$ cat src/rtl/pic_pkg.sv
// Shared types and helpers for the PIC acknowledge/EOI sequencer.
package pic_pkg;

   typedef enum logic [1:0] {
      IDLE,
      ACK1,
      WAIT2,
      DRIVE
   } state_e;

   localparam int SPURIOUS_IDX = 7;

   // Returns {valid, index} of the lowest set bit.
   function automatic logic [3:0] lowest_set(input logic [7:0] v);
      lowest_set = '0;
      for (int i = 7; i >= 0; i--) begin
         if (v[i]) lowest_set = {1'b1, 3'(i)};
      end
   endfunction

endpackage

$ cat src/rtl/pic_priority_resolver.sv
// Combinational fixed-priority resolver, bit 0 wins.
module pic_priority_resolver
   import pic_pkg::*;
#(
   parameter int N = 3
) (
   input  logic [N-1:0] req,
   output logic [N-1:0] onehot,
   output logic [2:0]   idx,
   output logic         valid
);

   localparam logic [N-1:0] ONE = 1;

   logic [7:0] req8;
   logic [3:0] res;

   always_comb begin
      req8   = 8'(req);
      res    = lowest_set(req8);
      valid  = res[3];
      idx    = res[2:0];
      onehot = req & (~req + ONE);
   end

endmodule

$ cat src/rtl/pic_inta_sequencer.sv
// INT/INTA handshake, vector drive and EOI mask generation
// for an 8259A-style PIC in 8086 mode.
module pic_inta_sequencer
   import pic_pkg::*;
#(
   parameter int NUM_IRQ      = 3,
   parameter int SPURIOUS_IDX = pic_pkg::SPURIOUS_IDX
) (
   input  logic               clk,
   input  logic               reset,
   input  logic [NUM_IRQ-1:0] interrupt_request,
   input  logic [NUM_IRQ-1:0] in_service_register,
   input  logic               inta_n,
   input  logic [4:0]         vector_base,
   input  logic               aeoi_mode,
   input  logic               eoi_valid,
   input  logic               eoi_specific,
   input  logic [2:0]         eoi_level,
   output logic               int_out,
   output logic [NUM_IRQ-1:0] interrupt,
   output logic               latch_in_service,
   output logic [NUM_IRQ-1:0] end_of_interrupt,
   output logic [7:0]         data_out,
   output logic               data_out_en
);

   localparam logic [NUM_IRQ-1:0] ONE = 1;

   state_e             state_q, state_d;
   logic               inta_q;
   logic [NUM_IRQ-1:0] held_q, held_d;
   logic [2:0]         held_idx_q, held_idx_d;
   logic               spur_q, spur_d;
   logic               int_q, int_d;
   logic               latch_q, latch_d;
   logic [NUM_IRQ-1:0] eoi_q, eoi_d;

   logic [NUM_IRQ-1:0] win_oh, isr_oh;
   logic [2:0]         win_idx, isr_idx;
   logic               win_v, isr_v;

   logic               fall, rise, win_ok;
   logic [3:0]         hp_isr;
   logic [NUM_IRQ-1:0] aeoi_m, cmd_m;

   pic_priority_resolver #(.N(NUM_IRQ)) u_irr (
      .req    (interrupt_request),
      .onehot (win_oh),
      .idx    (win_idx),
      .valid  (win_v)
   );

   pic_priority_resolver #(.N(NUM_IRQ)) u_isr (
      .req    (in_service_register),
      .onehot (isr_oh),
      .idx    (isr_idx),
      .valid  (isr_v)
   );

   always_ff @(posedge clk) begin
      if (reset) begin
         state_q    <= IDLE;
         inta_q     <= 1'b1;
         held_q     <= '0;
         held_idx_q <= '0;
         spur_q     <= 1'b0;
         int_q      <= 1'b0;
         latch_q    <= 1'b0;
         eoi_q      <= '0;
      end else begin
         state_q    <= state_d;
         inta_q     <= inta_n;
         held_q     <= held_d;
         held_idx_q <= held_idx_d;
         spur_q     <= spur_d;
         int_q      <= int_d;
         latch_q    <= latch_d;
         eoi_q      <= eoi_d;
      end
   end

   always_comb begin
      fall   = inta_q & ~inta_n;
      rise   = ~inta_q & inta_n;
      hp_isr = isr_v ? {1'b0, isr_idx} : 4'(NUM_IRQ);
      win_ok = win_v & ({1'b0, win_idx} < hp_isr);

      state_d    = state_q;
      held_d     = held_q;
      held_idx_d = held_idx_q;
      spur_d     = spur_q;
      latch_d    = 1'b0;
      aeoi_m     = '0;
      cmd_m      = '0;

      unique case (state_q)
         IDLE: begin
            if (fall && int_q) begin
               state_d    = ACK1;
               held_d     = win_oh;
               held_idx_d = win_idx;
               spur_d     = ~win_v;
               latch_d    = win_v;
            end
         end
         ACK1: if (rise) state_d = WAIT2;
         WAIT2: if (fall) state_d = DRIVE;
         DRIVE: begin
            if (rise) begin
               state_d    = IDLE;
               spur_d     = 1'b0;
               held_d     = '0;
               held_idx_d = '0;
               if (aeoi_mode && !spur_q) aeoi_m = held_q;
            end
         end
         default: state_d = IDLE;
      endcase

      // Out-of-range specific levels clear nothing.
      if (eoi_valid) begin
         if (eoi_specific) begin
            if ({1'b0, eoi_level} < 4'(NUM_IRQ))
               cmd_m = ONE << eoi_level;
         end else begin
            cmd_m = isr_oh;
         end
      end

      int_d = (state_q == IDLE) && win_ok && !(fall && int_q);
      eoi_d = aeoi_m | cmd_m;
   end

   always_comb begin
      int_out          = int_q;
      latch_in_service = latch_q;
      end_of_interrupt = eoi_q;
      interrupt        = (state_q != IDLE) ? held_q : '0;
      data_out_en      = (state_q == DRIVE);
      data_out         = '0;
      if (data_out_en)
         data_out = {vector_base,
                     spur_q ? 3'(SPURIOUS_IDX) : held_idx_q};
   end

endmodule
$ cat config.mk
export PLATFORM = sky130hd
export DESIGN_NAME = pic_inta_sequencer
export DESIGN_NICKNAME = d
export VERILOG_FILES = /design/src/rtl/pic_pkg.sv /design/src/rtl/pic_priority_resolver.sv /design/src/rtl/pic_inta_sequencer.sv
export SDC_FILE = /design/constraint.sdc
export NUM_CORES = 1
export LEC_CHECK = 0
export BUFFER_PORTS_ARGS = -buffer_cell sky130_fd_sc_hd__buf_2
export CORE_ASPECT_RATIO = 1.5
export CORE_MARGIN = 4
export CORE_UTILIZATION = 41
export CTS_CLUSTER_SIZE = 8
export DETAILED_ROUTE_END_ITERATION = 10
export PLACE_DENSITY = 0.74
export SYNTH_ARGS = -nofsm -noshare
export SYNTH_HDL_FRONTEND = slang
export SYNTH_SLANG_ARGS = --single-unit
export TNS_END_PERCENT = 30
$ cat constraint.sdc
create_clock -name clk -period 1.5 [get_ports clk]
set_input_delay 0.15 -clock clk [delete_from_list [all_inputs] [get_ports clk]]
set_output_delay 0.15 -clock clk [all_outputs]
set_load 0.005 [all_outputs]
* Word-level counts from Yosys, hierarchy flattened
Cells that the tools add are included. Widths: inputs -> output; s select.
Cells by class: $add $sub $neg 2, bitwise logic cells 13, order comparisons 2, reductions and logical operators 12, muxes and demuxes 29, equal/unequal tests 7, shift operators 1
Operators with widths (count):
- $mux 3 | 12
- $mux 4 | 6
- $pmux 3 s2 | 2
- $mux 2 | 4
- $mux 8 | 1
- $pmux 2 s4 | 1
- $add 3x1->3 const B | 2
- $and 3x3->3 | 2
- $ne 2x2->1 const B | 3
- $not 3->3 | 2
- $not 1->1 | 5
- $eq 2x2->1 const B | 2
- $logic_and 1x1->1 | 4
- $reduce_and 4->1 | 1
- $reduce_bool 2->1 | 2
- $and 1x1->1 | 3
- $lt 3x2->1 const B | 1
- $lt 3x3->1 | 1
- $or 3x3->3 | 1
- $reduce_and 3->1 | 1
- $reduce_or 3->1 | 1
- $shl 1x3->3 const A | 1
- $eq 2x1->1 const B | 1
- $logic_not 1->1 | 2
- other kinds (4) | 5
Word-level totals: output and inout bits 17, input bits 20, register bits 15

* Longest topological paths before layout
depth after elaboration 8, gate-level depth with buffers 6

* By module
A second synthesis with hierarchy kept.
Second synthesis, totals: cell total of the unflattened synthesis 116, area total of the unflattened synthesis 1003.5 µm²
Modules (own cells, without submodules):
- pic_inta_sequencer | times used 1, cells each 100, area an instance 895.9 µm²
- pic_priority_resolver | times used 2, cells each 8, area an instance 53.8 µm²

* Worst setup path before layout
OpenSTA, ideal clock, no wires.
path type register to register, start reg state_q[0], end reg held_q[0], library setup time 0.129 ns, required time 1.371 ns, slack 0.111 ns, period minus slack after synthesis 1.389 ns, arrival time 1.260 ns, stages on the path, launching flop included 7, path through dfxtp_1 > inv_1 > ha_1 > and2b_4 > and2_4 > a22oi_1 > nor2_1
Between the ends: cells in the longest elaborated chain, start to end 3, elaborated cells between the ends (all ways) 7
Ends and longest elaborated chain:
- start, declared | RTL line pic_inta_sequencer.sv:29 | state_e state_q, state_d;
- start signal, assigned | RTL line pic_inta_sequencer.sv:71 | state_q <= state_d;
- $eq 2x2->1 / $logic_not 2->1 (equally long branches) | RTL line pic_inta_sequencer.sv:96 | unique case (state_q)
- $ne 2x1->1 (no line) (tied with other cells)
- $reduce_and 3->1 (no line)
- end signal, assigned | RTL line pic_inta_sequencer.sv:73 | held_q <= held_d;
- end, declared | RTL line pic_inta_sequencer.sv:31 | logic [NUM_IRQ-1:0] held_q, held_d;
Parallel ways exist; a longest one is shown, timed or not. A chain may end at the register's enable or synchronous reset.

* Final worst setup path
start reg state_q[0], end out interrupt[1]
Between the ends: cells in the longest elaborated chain, start to end 2
Ends and longest elaborated chain:
- $reduce_bool 2->1 | RTL line pic_inta_sequencer.sv:138 | interrupt = (state_q != IDLE) ? held_q : '0;
- $mux 3 | RTL line pic_inta_sequencer.sv:138
- end, declared | RTL line pic_inta_sequencer.sv:20 | output logic [NUM_IRQ-1:0] interrupt,
No other way between the ends.

==> summary.txt <==
Timing
  • Setup Viol. Count Final: 0
  • Slew Limit Fails: 0
  • Min Hold Slack: 126 ps
  • Final Hold Fails: 0
  • Tcrit/Tclk final: 97.1%
  • Final worst path period need: 1460 ps
  • Final worst setup slack: 43.4 ps
  • Slew HR: 77.0%
  • Layout Skew: 6.74 ps
  • Worst-margin pin slew: 344 ps
  • Fmax: 687 MHz

Logic synthesis
  • Adder-Cell Fraction of Synth Area: 7.50%
  • Yosys top cell area share: 33.6%
  • Post-synth EDFFs: 0
  • Leading area contributor after synthesis: dfxtp_1
  • Part of the Yosys area used for sequential elements: 33.6%
  • Syn Area/Cell: 9.07 um^2
  • Largest family of logic cells by synthesized area: simple AND/OR/NAND/NOR gates
  • Top cells by area, synth: dfxtp_1 34%, ha_1 7.5%, and2_1 4.5%
  • Mux cell area share after synthesis: 2.55%
  • Yosys reg bits: 14
  • Area of the mapped netlist: 835 um^2
  • Synth Area in Simple Gates: 36.1%
  • Mapped Nets: 117
  • Ys Warns: 0
  • Synth cell types: 33
  • Synth Area in XOR/XNOR: 0%
  • Post-synth ARST share: 0%
  • Count leader, synth: dfxtp_1
  • Synth Area in Compound Gates: 18.4%
  • Top post-synthesis cells by count: 14 x dfxtp_1, 9 x nand2_1, 6 x a21oi_1, 6 x and2_1, 6 x nor2_1
  • Number of cells produced by synthesis: 92
  • Ys flop type: dfxtp_1

Clocking
  • CTS sink cnt: 14
  • CTS Buf Count: 3
  • TritonCTS clock tree: done
  • Clk pin slew, worst setup/hold paths: 80 ps
  • Hold-fix buffers, CTS: 0
  • CTS H-Tree Depth: 1
  • Max clock buf depth: 2
  • Post CTS Setup Buffer Count: 0
  • Worst-Skew Late Latency: 280 ps
  • Clk Tree Root Cell: clkbuf_4

Floorplanning
  • Core Box Area: 1880 um^2
  • Row cnt: 19
  • Chip Height: 63.3 um
  • Die Area: 2840 um^2
  • Starting Density: 44.4%
  • Io pins: 37
  • Die X: 44.8 um

Layout
  • Layout Nets: 159
  • Final instance area: 1110 um^2
  • Area Growth Syn to Fin: 33.0%
  • Fill cell instance count of the final layout: 171
  • Ratio of cells with drive above 1 in the final layout: 47.4%
  • FF/Latch Area: 283 um^2
  • Multi-input logic area: 554 um^2
  • Final core utilization: 59.1%
  • # diodes: 0

Power
  • VDD IR-drop max: 957 uV
  • Leak: 0.517 nW
  • Switching Share: 31.5%
  • Gate power share: 41.5%
  • Int Pwr: 0.822 mW
  • Total Power: 1.20 mW
  • P per Cell Area: 1080 nW/um^2
  • Clk network pwr share: 22.2%
  • Sw power: 0.379 mW
  • Sequential power share: 36.3%

Min path
  • Hold path depth: 2
  • HP Class: in -> reg

Drt
  • WL/cell: 12.7 um
  • Post-route ant nets: 0
  • Detail-routed via count per cell: 5.14
  • Overall routed net length: 1.96 mm
  • First DRT Iteration DRCs: 5
  • First-pass detailed-route iteration total: 4
  • Drt drc: 0
  • Via Count: 792

Setup path
  • Crit-path max FO: 6
  • Worst setup EP type: output pin
  • Critical path's largest stage delay: 340 ps
  • Critical Path Start Type: flop
  • R2R cell count: 5
  • WS Path Type: reg -> out
  • WP data arrival: 1310 ps
  • CP max stage cell: dfxtp_2
  • Critical Path RT: 1350 ps
  • Crit-path cells: inv_1, ha_4, and2b_2, buf_2

Place
  • DP Area: 1060 um^2
  • Hpwl dp: 1.65 mm
  • Port Buffers: 36
  • Placement Setup Slack: 72.9 ps
  • Gpl congestion: 0.793

Outcome
  • Status: complete, no violations

GRT
  • Initial antenna violation count: 0
  • Total GRT Usage: 15.7%
  • Vias in the first global route: 803
  • Grt ovf: 0
  • First-pass GRT wire length: 3.43 mm
  • Largest net degree at the start of global routing: 15

Flow run
  • Max cap viols: 0
[placed cells by master, fill, tap and decap left out, types with 2 or more instances in the layout]
master / Yosys / final
a21oi_1: 6 / 6
o21a_1: 2 / 2
dfxtp_2: 0 / 2
buf_4: 0 / 3
and2_1: 6 / 6
nor3b_1: 3 / 3
o21ai_0: 3 / 3
clkbuf_4: 0 / 3
dfxtp_1: 14 / 12
ha_1: 5 / 3
nor2b_1: 2 / 2
nor3_1: 3 / 3
or2_2: 2 / 2
a22oi_1: 3 / 3
nor2_1: 6 / 6
inv_1: 2 / 2
buf_2: 0 / 36
and2b_2: 3 / 3
nand2_1: 9 / 9
nand3b_1: 2 / 2
nand2b_1: 4 / 4
[cell type report]
cell class	instances	share of cell area (%)
clock buffers	4	3.27
inverters	2	0.676
multi-input cells	74	49.9
flip-flops and latches	14	25.5
well taps	21	2.37
repair buffers	39	18.3
[per-stage QoR]
step	TNS, ps	std cells
2_1_floorplan	0	92
3_3_place_gp	0	150
3_5_place_dp	0	150
4_1_cts	0	154
5_1_grt	-5.46	154
6_report	0	154
[what timing repair did]
action / in CTS / in global routing
cloned: 0 / 0
pin swaps: 0 / 0
resized for setup: 1 / 4
endpoints found under the setup margin: 3 / 13
[worst paths after layout]
check	from	to	slack [ps]
max	state_q[0]	interrupt[1]	40
min	inta_n	inta_q	130
max reg2reg	state_q[1]	end_of_interrupt[1]	130
min reg2reg	held_idx_q[1]	held_idx_q[1]	460
[worst max-delay path: cells and delay by family (launching register included)]
kind	cells	cell delay (ps)
buffers and inverters	2	270
and+or+nand+nor	1	210
DFF	1	340
adders and majority gates	1	190
[layer usage]
| metal | part of all wire, % | wire, um | track usage (%) |
|---|---|---|---|
| met4 | 2.0 | 39 | 6.59 |
| met1 | 36 | 704 | 17.6 |
| met3 | 9.1 | 179 | 3.42 |
| met2 | 53 | 1030 | 27.3 |
| met5 | 0 | 0 | 0 |
[power by group through the flow]
stage	registers, mW	clock network (mW)	logic, mW
6_report	0.436	0.266	0.499
5_1_grt	0.442	0.289	0.545
4_1_cts	0.431	0.275	0.464
3_5_place_dp	0.440	0	0.456
3_3_place_gp	0.436	0	0.443
2_1_floorplan	0.435	0	0.334
[state kept, by name, indices dropped and copies added, names as in the netlist]
signal,flops
end_of_interrupt,3
held_idx_q,2
held_q,3
int_out,1
inta_q,1
latch_in_service,1
spur_q,1
state_q,2
[logic make-up (layout without fill, tap and decap cells)]
group / Yosys count / in the layout
flip-flops: 14 / 14
buffers and inverters: 4 / 45
AO/OA/AOI/OAI: 19 / 19
AND/OR/NAND/NOR: 48 / 48
adder cells (fa/ha/maj): 5 / 5
multiplexers: 2 / 2
No activity file was read; power rests on OpenSTA's default activity.
